**src/rtl/clkdiv_multi.sv**
```systemverilog
// clkdiv_multi: N-channel tick / 50%-duty square-wave divider with glitch-free divisor reload.
// Optional phase-sync input: define CLKDIV_PHASE_SYNC_EN to add the sync port.
module clkdiv_multi #(
   parameter int                NCH      = 2,
   parameter int                CW       = 20,
   parameter logic [NCH*CW-1:0] DIV_INIT = {20'd262144, 20'd2},
   localparam int               SELW     = (NCH > 1) ? $clog2(NCH) : 1
) (
   input  logic            mclk,
   input  logic            clr,
   input  logic            load,
   input  logic [SELW-1:0] load_sel,
   input  logic [CW-1:0]   load_val,
`ifdef CLKDIV_PHASE_SYNC_EN
   input  logic            sync,
`endif
   output logic [NCH-1:0]  tick,
   output logic [NCH-1:0]  sq,
   output logic [NCH-1:0]  pending
);

   logic [NCH-1:0][CW-1:0] cnt_q, cnt_d;
   logic [NCH-1:0][CW-1:0] div_act_q, div_act_d;
   logic [NCH-1:0][CW-1:0] div_shd_q, div_shd_d;
   logic [NCH-1:0]         pend_q, pend_d;
   logic [NCH-1:0]         tick_q, tick_d;
   logic [NCH-1:0]         sq_q, sq_d;
   logic [NCH-1:0]         load_hit;
   logic [NCH-1:0]         apply;
   logic                   sync_w;

`ifdef CLKDIV_PHASE_SYNC_EN
   assign sync_w = sync;
`else
   assign sync_w = 1'b0;
`endif

   // Selects >= NCH never match any channel index, so out-of-range loads fall away.
   always_comb begin
      load_hit = '0;
      for (int i = 0; i < NCH; i++) begin
         load_hit[i] = load && (32'(load_sel) == i);
      end
   end

   always_comb begin
      // NOTE: every variable gets a default before any branch, so no path leaves
      // a value unassigned and no latch is inferred.
      cnt_d     = cnt_q;
      div_act_d = div_act_q;
      div_shd_d = div_shd_q;
      pend_d    = pend_q;
      sq_d      = sq_q;
      tick_d    = '0;
      apply     = '0;
      for (int i = 0; i < NCH; i++) begin
         if (sync_w) begin
            cnt_d[i] = '0;
            sq_d[i]  = 1'b0;
            apply[i] = pend_q[i];
         end else if (div_act_q[i] == '0) begin
            // Halted: counter parked at 0, sq frozen; a pending shadow restarts it.
            cnt_d[i] = '0;
            apply[i] = pend_q[i];
         end else if (cnt_q[i] == div_act_q[i] - CW'(1)) begin
            cnt_d[i]  = '0;
            tick_d[i] = 1'b1;
            sq_d[i]   = ~sq_q[i];
            apply[i]  = pend_q[i];
         end else begin
            cnt_d[i] = cnt_q[i] + CW'(1);
         end

         if (apply[i]) begin
            div_act_d[i] = div_shd_q[i];
            pend_d[i]    = 1'b0;
         end
         // A load landing on the apply edge wins: the fresh value stays pending.
         if (load_hit[i]) begin
            div_shd_d[i] = load_val;
            pend_d[i]    = 1'b1;
         end
      end
   end

   always_ff @(posedge mclk) begin
      // NOTE: sequential state uses non-blocking assignments only, so every
      // register samples pre-edge values regardless of statement order.
      if (clr) begin
         for (int i = 0; i < NCH; i++) begin
            cnt_q[i]     <= '0;
            div_act_q[i] <= DIV_INIT[i*CW +: CW];
            div_shd_q[i] <= DIV_INIT[i*CW +: CW];
         end
         pend_q <= '0;
         tick_q <= '0;
         sq_q   <= '0;
      end else begin
         cnt_q     <= cnt_d;
         div_act_q <= div_act_d;
         div_shd_q <= div_shd_d;
         pend_q    <= pend_d;
         tick_q    <= tick_d;
         sq_q      <= sq_d;
      end
   end

   assign tick    = tick_q;
   assign sq      = sq_q;
   assign pending = pend_q;

endmodule

```
**config.mk**
```make
export PLATFORM = sky130hd
export DESIGN_NAME = clkdiv_multi
export DESIGN_NICKNAME = d
export VERILOG_FILES = /design/src/rtl/clkdiv_multi.sv
export SDC_FILE = /design/constraint.sdc
export NUM_CORES = 1
export LEC_CHECK = 0
export CORE_MARGIN = 2
export CORE_UTILIZATION = 65
export CTS_BUF_LIST = sky130_fd_sc_hd__clkbuf_16
export CTS_CLUSTER_SIZE = 14
export DETAILED_ROUTE_END_ITERATION = 8
export GPL_ROUTABILITY_DRIVEN = 0
export PLACE_DENSITY = 0.95
export SYNTH_ARGS = -nofsm -noshare
export SYNTH_HDL_FRONTEND = slang
export SYNTH_SLANG_ARGS = --single-unit
```
**constraint.sdc**
```tcl
create_clock -name mclk -period 6.3 [get_ports mclk]
set_input_delay 0.945 -clock mclk [delete_from_list [all_inputs] [get_ports mclk]]
set_output_delay 0.945 -clock mclk [all_outputs]
set_load 0.02 [all_outputs]
```
==> results.md <==
* Outcome: completed
* Die area at 0.0111 sq mm
* Vias post-DR at 6,642
* Yosys cell types at 56
* Minimum clock period at 3630 ps
* P&R area growth vs syn at 12.6%
* Hold buffers post-CTS at 0
* Number of fill cells at 575
* Port Buf Inserts at 29
* Synth top area cells: dfxtp_1 38%, nand2_1 8.1%, xnor2_1 6.3%
* IO Pins at 30
* CP Max Fanout at 20
* VDD IR max at 0.000202 V
* Largest net degree at the start of global routing at 72
* Ys flop type: dfxtp_1
* Relative slew slack at 19.3%
* Number of DRC markers in iteration 0 at 932
* Number of global-route vias before repair at 6,351
* Cells after Synth at 837
* Ys async rst share at 0%
* Post-CTS setup buffers at 0
* Post-synth EDFFs at 0
* Gr usage total at 35.6%
* Leading area contributor after synthesis: dfxtp_1
* Layout cells sized above 1 at 5.97%
* P_leak at 0.00280 uW
* Crit path required time at 6580 ps
* Final wirelength at 19.0 mm
* Clock sink count at 126
* HPWL after DPL at 11.9 mm
* Placed instance area at 0.00695 sq mm
* Path type of the worst setup path: flip-flop to flip-flop
* Hold Violations, Final at 0
* Synthesis warning total at 0
* Vias/cell at 6.73
* Max Cap Violations at 0
* First-pass GRT wire length at 31.6 mm
* Root Driver: clkbuf_16
* Mapped Nets at 865
* CTS tree: built
* Slew @ Worst Pin at 1210 ps
* Die Width at 105 um
* CP Launch Type: flip-flop
* Layout Nets at 869
* Clock slew at reported path FFs at 60 ps
* Fin Setup TNS at 0 ps
* Flops & latches, synth at 126
* Seq/Total Area, Yosys at 37.8%
* Total number of H-tree levels at 4
* Pins Over Slew Limit at 0
* Initial antenna violation count at 0
* Top cells by count, synth: 144 x nand2_1, 126 x dfxtp_1, 61 x a21oi_1, 58 x nor2_1, 48 x xnor2_1
* GRT overflow at 0
* DRT Pass-1 Iters at 8
* DRC violations left at 0
* Antenna Cells at 0
* Later-pin clock latency in the skew report at 430 ps
* CTS buffer count at 17
* Hold Crit Class: flip-flop to flip-flop
* Core box area at 0.00986 sq mm
* Cell Rows at 36
* Fmax at 275 MHz
* CP Data Arrival Time at 3910 ps
* Syn Std Cell Area at 0.00667 sq mm
* CP endpoint kind: flip-flop
* Syn Area/Cell at 7.97 sq um
* ANT nets after route at 0
* Design area at 0.00751 sq mm
* Die Height at 105 um
* Power Dens Cells at 271 mW/mm^2
* Post-CTS sizing at 0
* Initial Util at 67.6%
* Setup violators final at 0
* RSZ-0062 raised after global routing: no
* Wire per inst at 19.2 um
* Yosys top cell area share at 37.8%
* Max Buffers Root-to-Sink at 2
* Top-count cell post-synth: nand2_1
* Worst hold slack at 451 ps
* Fin crit share at 57.7%
* Clk_skew at 7.72 ps
## power breakdown
group | internal, uW | switching (uW) | total (uW)
logic | 85.8 | 145 | 231
registers | 828 | 43.0 | 871
clock network | 546 | 388 | 934
## area by class of cell
class	instances	area [sq um]	area share, %
multi-input combinational	623	3790	50.4
sequential	126	2520	33.6
clock buffer	17	425	5.66
timing repair buffer	35	330	4.40
tap	133	166	2.22
inverter	38	143	1.90
clock inverter	15	138	1.83
## path summary, 6_finish.rpt
check	endpoint	depth (start not counted)	from	slack (ps)
worst max-delay path	cnt_q[3]	9	div_act_q[0]	2670
worst min register to register	div_shd_q[31]	2	div_shd_q[31]	450
worst max register to register	cnt_q[3]	9	div_act_q[0]	2670
worst min-delay path	div_shd_q[31]	2	div_shd_q[31]	450
## layer usage
layer / vias to the layer above / part of all wire, % / track usage, %
li1: 2952 / - / -
met3: 119 / 10 / 8.66
met5: - / 0 / 0
met4: 0 / 5.0 / 17.2
met2: 497 / 47 / 57.8
met1: 3074 / 38 / 44.2
## per-stage QoR
stage          worst slack (ps)  util (%)  total power [uW]  cells
6_report                   2670      76.1              2040    987
5_1_grt                    2350      76.1              2090    987
4_1_cts                    2760      76.1              2020    987
3_5_place_dp               2880      70.4              1100    955
3_3_place_gp               3100      70.4              1080    955
2_1_floorplan              3610         -              1030    837
## logic make-up after synthesis
group | count (synthesis) | synth area share (%)
xor+xnor | 90 | 11.8
fa+ha+maj | 4 | 0.751
simple gates | 374 | 27.7
compound gates | 147 | 15.2
buf+inv | 88 | 5.46
mux | 8 | 1.22
flops | 126 | 37.8
## placed cells by master (no fill, tap or decap), types with 8 or more instances in the layout
| cell | instances |
|---|---|
| o311ai_0 | 30 |
| clkdlybuf4s50_1 | 28 |
| nand3_1 | 30 |
| xnor2_1 | 48 |
| nand2_1 | 144 |
| dfxtp_1 | 126 |
| xor2_1 | 42 |
| nor2_1 | 58 |
| a21oi_1 | 61 |
| nor3_1 | 31 |
| nor2b_1 | 8 |
| nand4_1 | 22 |
| inv_1 | 38 |
| a32oi_1 | 13 |
| and3_1 | 41 |
| o21ai_0 | 11 |
| clkbuf_16 | 17 |
## worst max-delay path, cell delays in order, from the launching register on
cell and delay, ps:
dfxtp_1 380, inv_1 120, ha_1 350, nor2b_1 340, nand2_1 70, nand4b_1 220, nor2_1 960, inv_1 270
nand3_1 630, nor2_1 130
## registers in the layout (all words and copies together) (netlist names)
| register | cells |
|---|---|
| div_shd_q | 40 |
| sq | 2 |
| tick | 2 |
| div_act_q | 40 |
| pending | 2 |
| cnt_q | 40 |
No activity file was read; power rests on OpenSTA's default activity.
